`config.mk`:
```
export PLATFORM = sky130hd
export DESIGN_NAME = kf_iter_sched
export DESIGN_NICKNAME = d
export VERILOG_FILES = /design/src/rtl/kf_pkg.sv /design/src/rtl/kf_stage_wdog.sv /design/src/rtl/kf_iter_sched.sv
export SDC_FILE = /design/constraint.sdc
export NUM_CORES = 1
export LEC_CHECK = 0
export BUFFER_PORTS_ARGS = -buffer_cell sky130_fd_sc_hd__buf_2
export CORE_AREA = 2 2 69 71
export CTS_CLUSTER_SIZE = 24
export DETAILED_ROUTE_END_ITERATION = 8
export DIE_AREA = 0 0 71 73
export PLACE_DENSITY_LB_ADDON = 0.3
export SLEW_MARGIN = 10
export SYNTH_ARGS = -nofsm -noshare
export SYNTH_HDL_FRONTEND = slang
export SYNTH_HIERARCHICAL = 1
export SYNTH_SLANG_ARGS = --single-unit
```
`constraint.sdc`:
```
create_clock -name clk -period 5.3 [get_ports clk]
set_input_delay 0.795 -clock clk [delete_from_list [all_inputs] [get_ports clk]]
set_output_delay 0.795 -clock clk [all_outputs]
set_load 0.03 [all_outputs]
```
`src/rtl/kf_pkg.sv`:
```
// Shared definitions for the Kalman-filter iteration scheduler: FSM encoding,
// stage identifiers reported on err_code, and the default watchdog limit.
package kf_pkg;

   typedef enum logic [2:0] {
      ST_IDLE    = 3'd0,
      ST_PRED    = 3'd1,
      ST_GAIN    = 3'd2,
      ST_UPDPOST = 3'd3,
      ST_FIN     = 3'd4,
      ST_ERR     = 3'd5
   } state_t;

   typedef enum logic [1:0] {
      STG_PRED = 2'd0,
      STG_GAIN = 2'd1,
      STG_UPD  = 2'd2,
      STG_POST = 2'd3
   } stage_t;

   localparam int TIMEOUT_DEF = 64;

endpackage

```
`src/rtl/kf_stage_wdog.sv`:
```
// Per-stage hang watchdog: a down-counter reloaded on stage entry that flags
// expiry in the TIMEOUT-th cycle the stage has been running.
module kf_stage_wdog
   import kf_pkg::*;
#(
   parameter int TIMEOUT = TIMEOUT_DEF
) (
   input  logic clk,
   input  logic rst,
   input  logic clear,
   input  logic enable,
   output logic expired
);

   localparam int CW = $clog2(TIMEOUT) + 1;
   // The entry cycle (clear high) is the first stage cycle, so the reload
   // value covers only the remaining TIMEOUT-1 cycles down to zero.
   localparam logic [CW-1:0] RELOAD = CW'(TIMEOUT - 2);

   logic [CW-1:0] remain;

   always_ff @(posedge clk) begin
      if (rst) begin
         remain <= '0;
      end else if (clear) begin
         remain <= RELOAD;
      end else if (enable && (remain != '0)) begin
         remain <= remain - 1'b1;
      end
   end

   assign expired = enable && !clear && (remain == '0);

endmodule

```
`src/rtl/kf_iter_sched.sv`:
```
// Sequences one Kalman-filter iteration through predict, gain and the parallel
// update/posterior stages, with a one-deep request queue and a stage watchdog.
//
//   state   | meaning
//   --------+------------------------------------------------------------
//   IDLE    | waiting for step_req
//   PRED    | predict stage running
//   GAIN    | gain stage running (only when a measurement is present)
//   UPDPOST | state-update and covariance stages running in parallel
//   FIN     | one-cycle completion: step_done, iter_cnt advances
//   ERR     | a stage hung; waits for clr_err
module kf_iter_sched
   import kf_pkg::*;
#(
   parameter int TIMEOUT = TIMEOUT_DEF,
   parameter int CNT_W   = 16
) (
   input  logic             clk,
   input  logic             rst,
   input  logic             step_req,
   input  logic             meas_valid,
   input  logic             clr_err,
   output logic             pred_start,
   output logic             gain_start,
   output logic             upd_start,
   output logic             post_start,
   input  logic             pred_done,
   input  logic             gain_done,
   input  logic             upd_done,
   input  logic             post_done,
   output logic             busy,
   output logic             step_done,
   output logic             skipped,
   output logic             err,
   output logic [1:0]       err_code,
   output logic             overrun,
   output logic [CNT_W-1:0] iter_cnt
);

   state_t state;
   logic   meas_lat;
   logic   pend;
   logic   pend_meas;
   logic   upd_flag;
   logic   post_flag;

   logic   pred_hit;
   logic   gain_hit;
   logic   upd_hit;
   logic   post_hit;
   logic   wdog_clr;
   logic   wdog_en;
   logic   wdog_exp;

   // A done coinciding with its own start pulse belongs to a previous job.
   assign pred_hit = pred_done && !pred_start;
   assign gain_hit = gain_done && !gain_start;
   assign upd_hit  = upd_flag  || (upd_done  && !upd_start);
   assign post_hit = post_flag || (post_done && !post_start);

   assign wdog_clr = pred_start || gain_start || upd_start;
   assign wdog_en  = (state == ST_PRED) || (state == ST_GAIN) || (state == ST_UPDPOST);

   kf_stage_wdog #(
      .TIMEOUT (TIMEOUT)
   ) u_wdog (
      .clk     (clk),
      .rst     (rst),
      .clear   (wdog_clr),
      .enable  (wdog_en),
      .expired (wdog_exp)
   );

   always_ff @(posedge clk) begin
      if (rst) begin
         state      <= ST_IDLE;
         pred_start <= 1'b0;
         gain_start <= 1'b0;
         upd_start  <= 1'b0;
         post_start <= 1'b0;
         busy       <= 1'b0;
         step_done  <= 1'b0;
         skipped    <= 1'b0;
         err        <= 1'b0;
         err_code   <= STG_PRED;
         overrun    <= 1'b0;
         iter_cnt   <= '0;
         meas_lat   <= 1'b0;
         pend       <= 1'b0;
         pend_meas  <= 1'b0;
         upd_flag   <= 1'b0;
         post_flag  <= 1'b0;
      end else begin
         pred_start <= 1'b0;
         gain_start <= 1'b0;
         upd_start  <= 1'b0;
         post_start <= 1'b0;
         step_done  <= 1'b0;
         skipped    <= 1'b0;

         if (step_req && busy) begin
            if (pend) begin
               overrun <= 1'b1;
            end else begin
               pend      <= 1'b1;
               pend_meas <= meas_valid;
            end
         end
         if (clr_err) begin
            overrun <= 1'b0;
         end

         // State transitions below may override the queue update above.
         unique case (state)
            ST_IDLE: begin
               if (step_req) begin
                  state      <= ST_PRED;
                  pred_start <= 1'b1;
                  busy       <= 1'b1;
                  meas_lat   <= meas_valid;
               end
            end

            ST_PRED: begin
               if (pred_hit) begin
                  if (meas_lat) begin
                     state      <= ST_GAIN;
                     gain_start <= 1'b1;
                  end else begin
                     state     <= ST_FIN;
                     step_done <= 1'b1;
                     skipped   <= 1'b1;
                     iter_cnt  <= iter_cnt + 1'b1;
                  end
               end else if (wdog_exp) begin
                  state    <= ST_ERR;
                  busy     <= 1'b0;
                  err      <= 1'b1;
                  err_code <= STG_PRED;
                  pend     <= 1'b0;
               end
            end

            ST_GAIN: begin
               if (gain_hit) begin
                  state      <= ST_UPDPOST;
                  upd_start  <= 1'b1;
                  post_start <= 1'b1;
                  upd_flag   <= 1'b0;
                  post_flag  <= 1'b0;
               end else if (wdog_exp) begin
                  state    <= ST_ERR;
                  busy     <= 1'b0;
                  err      <= 1'b1;
                  err_code <= STG_GAIN;
                  pend     <= 1'b0;
               end
            end

            ST_UPDPOST: begin
               upd_flag  <= upd_hit;
               post_flag <= post_hit;
               if (upd_hit && post_hit) begin
                  state     <= ST_FIN;
                  step_done <= 1'b1;
                  skipped   <= 1'b0;
                  iter_cnt  <= iter_cnt + 1'b1;
               end else if (wdog_exp) begin
                  state    <= ST_ERR;
                  busy     <= 1'b0;
                  err      <= 1'b1;
                  err_code <= upd_hit ? STG_POST : STG_UPD;
                  pend     <= 1'b0;
               end
            end

            ST_FIN: begin
               // A request arriving in FIN itself is served like a queued one.
               if (pend || step_req) begin
                  state      <= ST_PRED;
                  pred_start <= 1'b1;
                  meas_lat   <= pend ? pend_meas : meas_valid;
                  pend       <= 1'b0;
               end else begin
                  state <= ST_IDLE;
                  busy  <= 1'b0;
               end
            end

            ST_ERR: begin
               if (clr_err) begin
                  state    <= ST_IDLE;
                  err      <= 1'b0;
                  err_code <= STG_PRED;
               end
            end

            default: begin
               state <= ST_IDLE;
               busy  <= 1'b0;
            end
         endcase
      end
   end

endmodule

```
# ---- Yosys cells after proc, flatten, opt, wreduce, memory -nomap -nowiden
# Index checks and enable logic that the tools add are counted.
dict set report word_totals {
  output_inout_bits 27
  regBits 41
  elab_cells 144
}
dict set report op_classes {
  add_sub_neg 2
  bitwise 4
  reduce_logical 41
  mux 60
  eq_ne 19
}
# op n
set ops {}
lappend ops {{2-to-1 mux 16 bit} 3}
lappend ops {{one-hot mux 16 bit (2 select lines)} 1}
lappend ops {{2-to-1 mux 1 bit} 30}
lappend ops {{2-to-1 mux 3 bit} 7}
lappend ops {{inequality test 2 bit (second input constant)} 10}
lappend ops {{one-hot mux 3 bit (6 select lines)} 1}
lappend ops {{adder 16 x 1 -> 16 bit (second input constant)} 1}
lappend ops {{2-to-1 mux 2 bit} 7}
lappend ops {{2-to-1 mux 6 bit} 2}
lappend ops {{one-hot mux 1 bit (2 select lines)} 5}
lappend ops {{logical AND 1 bit} 9}
lappend ops {{inequality test 2 x 1 -> 1 bit (second input constant)} 4}
lappend ops {{one-hot mux 1 bit (4 select lines)} 2}
lappend ops {{one-hot mux 2 bit (4 select lines)} 1}
lappend ops {{AND reduction 8 bit} 1}
lappend ops {{nonzero test 2 bit} 4}
lappend ops {{OR reduction 2 bit} 4}
lappend ops {{zero test 7 bit} 1}
lappend ops {{logical OR 1 bit} 7}
lappend ops {{nonzero test 7 bit} 1}
lappend ops {{subtractor 7 x 1 -> 7 bit (second input constant)} 1}
lappend ops {{== test 3 x 2 -> 1 bit (second input constant)} 2}
lappend ops {{== test 3 bit (second input constant)} 2}
lappend ops {{one-hot mux 1 bit (6 select lines)} 1}
lappend ops {{other kinds (11)} 19}

# ---- Depth between registers and ports, before layout
dict set report depth {
  word_depth 8
  ltp_mapped 8
  mapped_depth_nobuf 8
}

# ---- Cells and area by module
# The synthesis kept the hierarchy.
# mod seq_area_each_um2 area_each_um2 n_inst cells_per_inst
set modules_own_cells {}
lappend modules_own_cells {kf_iter_sched 680.7 1908.1 1 217}
lappend modules_own_cells {kf_stage_wdog 140.1 376.6 1 44}

# ---- Least setup slack after synthesis
# OpenSTA, ideal clock, no wires.
dict set report synth_path {
  path_type {flip-flop to flip-flop}
  start {register post_start}
  end {register err_code[1]}
  stages_incl_launch_ff 8
  setup_time_ps 72
  arrival_ps 2391
  setup_slack_ps 2837
  n_path_buf 1
  synth_period_minus_slack_ps 2463
  cell_sequence {dfxtp_1 or3_1 buf_1 nor4b_1 nor2_1 a211oi_1 and3_1 mux2i_1}
}
dict set report synth_via {
  elab_chain_cells 6
  word_cells_on_any_way 15
  classes_between {eq/ne: 4; reduce/logical: 11}
}
# element line
set synth_lines {}
lappend synth_lines {{from (decl)} kf_iter_sched.sv:26} ;# output logic post_start,
lappend synth_lines {{from (signal assigned)} kf_iter_sched.sv:80} ;# post_start <= 1'b0;
lappend synth_lines {{from (signal assigned)} kf_iter_sched.sv:97} ;# post_start <= 1'b0;
lappend synth_lines {{from (signal assigned)} kf_iter_sched.sv:148} ;# post_start <= 1'b1;
lappend synth_lines {{logical OR 1 bit (*)} n/a}
lappend synth_lines {{net wdog_clr} kf_iter_sched.sv:51} ;# logic wdog_clr;
lappend synth_lines {{zero test 1 bit (*)} n/a}
lappend synth_lines {{logical AND 1 bit (*) (2 in a row)} n/a}
lappend synth_lines {{net wdog_exp} kf_iter_sched.sv:53} ;# logic wdog_exp;
lappend synth_lines {{inequality test 2 x 1 -> 1 bit (no line)} n/a}
lappend synth_lines {{AND reduction 8 bit (no line) (*)} n/a}
lappend synth_lines {{to (signal assigned)} kf_iter_sched.sv:172} ;# err_code <= upd_hit ? STG_POST : STG_UPD;
lappend synth_lines {{to (decl)} kf_iter_sched.sv:35} ;# output logic [1:0] err_code,
# The timed path passes the listed nets; every way through them passes the cells marked *.
# A chain may end at the register's enable or synchronous reset.

# ---- Worst setup path in the final report
dict set report layout_path {
  start {register state[1]}
  end {register err_code[1]}
}
dict set report layout_via {
  elab_chain_cells 7
  word_cells_on_any_way 18
  classes_between {eq/ne: 11; mux: 1; reduce/logical: 6}
}
# element line
set layout_lines {}
lappend layout_lines {{from (decl)} kf_iter_sched.sv:40} ;# state_t state;
lappend layout_lines {{from (signal assigned)} kf_iter_sched.sv:76} ;# state <= ST_IDLE;
lappend layout_lines {{from (signal assigned)} kf_iter_sched.sv:117} ;# state <= ST_PRED;
lappend layout_lines {{from (signal assigned)} kf_iter_sched.sv:127} ;# state <= ST_GAIN;
lappend layout_lines {{== test 3 x 1 -> 1 bit or == test 3 x 2 -> 1 bit (tied branches)} kf_iter_sched.sv:62} ;# assign wdog_en = (state == ST_PRED) || (state == ST_GAIN) || (state == ST_UPDPOST);
lappend layout_lines {{logical OR 1 bit} kf_iter_sched.sv:62}
lappend layout_lines {{logical OR 1 bit (*)} kf_iter_sched.sv:62}
lappend layout_lines {{net wdog_en} kf_iter_sched.sv:52} ;# logic wdog_en;
lappend layout_lines {{logical AND 1 bit (*) (2 in a row)} kf_stage_wdog.sv:32} ;# assign expired = enable && !clear && (remain == '0);
lappend layout_lines {{net wdog_exp} kf_iter_sched.sv:53}
lappend layout_lines {{inequality test 2 x 1 -> 1 bit (no line)} n/a}
lappend layout_lines {{AND reduction 8 bit (no line) (*)} n/a}
# Marked as above.

==> results.cfg <==
[timing]
min_period_over_period = 0.558
min_period_ns = 2.96
max_slew_margin = 0.232
rsz0062_at_grt = no
tns_ns = 0
worst_pin_slew_ns = 1.14
fmax_ghz = 0.338
final_max_slew_viol_count = 0
clock_skew_ns = 0.00709
setup_viol = 0
hold_viol = 0

[placement]
dp_hpwl_um = 3410
dp_cells = 335
gp_congestion = 0.790
port_buffers = 35

[critical_path]
cp_top_family = simple AND/OR/NAND/NOR gates
critPathLaunchType = register
path_class = register to register
reg2regPathDepth = 7
cp.required_ns = 5.52
critPathMostFrequentCell = nor2_1
slowest_stage = nor4b_1
max_stage_delay_ns = 0.95
cp-end-kind = register
path_buf_inv = 0
crit_fanout = 14
crit_arrival_ns = 3.18
cp.depth = 7
path_cells = nor2_1 > nor2_1 > nor4b_1 > nor2_1 > a211oi_1 > and3_1 > mux2i_1

[global_routing]
grtUsageMet3 = 0.0442
grt_busiest_layer = met2
globalRouteOverflowTotal = 0
grt_pass1_wl_um = 8530
antenna_found_initial = 0
use_met2 = 0.320
use_met1 = 0.279
grt_pass1_vias = 1809
track_usage = 0.205
grt_max_degree = 57

[synthesis]
ys_types = 58
syn_inst = 261
synth.avg_cell_area_um2 = 8.75
ys_seq_area_frac = 0.359
synth_warnings = 6
synth.largest_area_cell = dfxtp_1
ys_top_cells_by_area = dfxtp_1 (36%), nor2_1 (5.6%), nor2b_1 (4.4%)
synthArstFlopShare = 0
ys_ff_latch = 41
ys.flop_type = dfxtp_1
synth_top_area_frac = 0.359
netlist_area_mm2 = 0.00228
synth.net_count = 273
synth_edf_count = 0

[power]
p_sw_frac = 0.309
seqPwrFrac = 0.486
pwr-share-comb = 0.201
power_density_mw_per_mm2 = 284
power.leakage_uw = 0.00102
netSwitchingPower_uw = 224
ir_worst_vdd_v = 0.000162
clockPowerShare = 0.313
p_int_uw = 502

[route]
vias = 2017
drtAntennaViolNets = 0
viasPerCell = 5.88
wl_per_cell_um = 14.6
wl_um = 5000
first_iter_violations = 137
firstDrtPassIters = 4
drt_drc_violations_left = 0

[die]
die_area_mm2 = 0.00518
start_util = 0.504
chipHeight_um = 73
core_area_mm2 = 0.00454
ioPinCount = 36
placementRows = 25
die_w_um = 71

[clocking]
clk_pin_slew_ns = 0.08
clock_tree.buffer_depth = 2
clock-sinks = 41
cts_tree = built
cts_resized = 0
postCtsSetupRepairBufs = 0
clock_latency_ns = 0.29
postCtsHoldBufs = 0
clock-root-buffer = clkbuf_8
cts_buffers = 5
h-tree-depth = 2

[hold_path]
holdPathStages = 2
hp-class = register to register

[job]
drv_cap = 0

[layout]
antenna_cells = 0
instances_no_fill = 343
most-common-layout-cells = dfxtp_1 (41), buf_2 (35), nor2_1 (34)
nNetsFinal = 300
area.growth.synth_to_final_pct = 11.9
final_common_cell = dfxtp_1
drive_above_1_share = 0.208

[status]
status = completed
[per-stage QoR]
stage | total power (µW) | instance area, µm² | util | hold WS (ns) | worst slack [ns]
2_1_floorplan | 473 | 2280 | - | 0.453 | 2.84
3_3_place_gp | 501 | 2450 | 0.541 | 0.462 | 2.55
3_5_place_dp | 504 | 2450 | 0.541 | 0.460 | 2.49
4_1_cts | 730 | 2560 | 0.564 | 0.482 | 2.42
5_1_grt | 772 | 2560 | 0.564 | 0.513 | 1.96
6_report | 726 | 2560 | 0.564 | 0.483 | 2.34
[cell usage after synthesis, types with 2 or more instances]
master,n
a2111oi_1,6
a211oi_1,8
a21oi_1,16
a311oi_1,4
a31oi_1,3
and3_1,3
and4_1,3
buf_2,4
clkbuf_1,8
dfxtp_1,41
ha_1,3
inv_1,8
mux2_1,8
mux2_2,5
mux2i_1,2
nand2_1,11
nand2b_1,7
nand3_1,9
nand3b_1,2
nor2_1,34
nor2b_1,16
nor3_1,9
nor4b_1,2
o211ai_1,2
o21ai_0,9
o221a_2,2
o221ai_1,2
or3_1,2
or4_1,2
xor2_1,2
[logic make-up after synthesis]
group                    Yosys count  synth area share
AND/OR/NAND/NOR                  111             0.272
adder cells (fa/ha/maj)            3            0.0164
multiplexers                      15            0.0728
XOR/XNOR                           3            0.0115
buffers and inverters             23            0.0449
AO/OA/AOI/OAI                     65             0.223
flip-flops                        41             0.359
[routing by layer]
metal / vias up / share of wire
met5: - / 0
met4: 0 / 0.018
met3: 9 / 0.038
met2: 44 / 0.47
met1: 951 / 0.47
li1: 1013 / -
[sequential cells by signal, summed over array words and instances (netlist names)]
register       flops
pred_start         1
state              3
step_done          1
post_flag          1
skipped            1
upd_flag           1
busy               1
u_wdog/remain      7
err                1
overrun            1
post_start         1
gain_start         1
err_code           2
meas_lat           1
pend               1
iter_cnt          16
pend_meas          1
[layout make-up]
cell class,count,area (µm²)
clock inverter,1,5.00
clock buffer,7,96.3
inverter,8,30.0
tap,54,67.6
sequential,41,821
multi-input combinational,197,1360
fill,415,1980
timing repair buffer,35,175
[worst register-to-register path, stage by stage (launching register included)]
cell and delay, ns:
dfxtp_1 0.57, nor2_1 0.19, nor2_1 0.28, nor4b_1 0.95, nor2_1 0.14, a211oi_1 0.32
and3_1 0.24, mux2i_1 0.19
[worst paths after layout]
path	start	slack (ns)	end
min reg2reg	err_code[1]	0.48	err_code[1]
min	err_code[1]	0.48	err_code[1]
max	state[1]	2.34	err_code[1]
max reg2reg	state[1]	2.34	err_code[1]
[power by group through the flow]
stage | Sequential, µW | Combinational, µW | Clock, µW
finish | 353 | 146 | 227
global route | 357 | 164 | 250
CTS | 352 | 146 | 232
detailed placement | 360 | 144 | 0
global placement | 359 | 142 | 0
floorplan | 359 | 114 | 0
(Power assumes the default switching activity.)
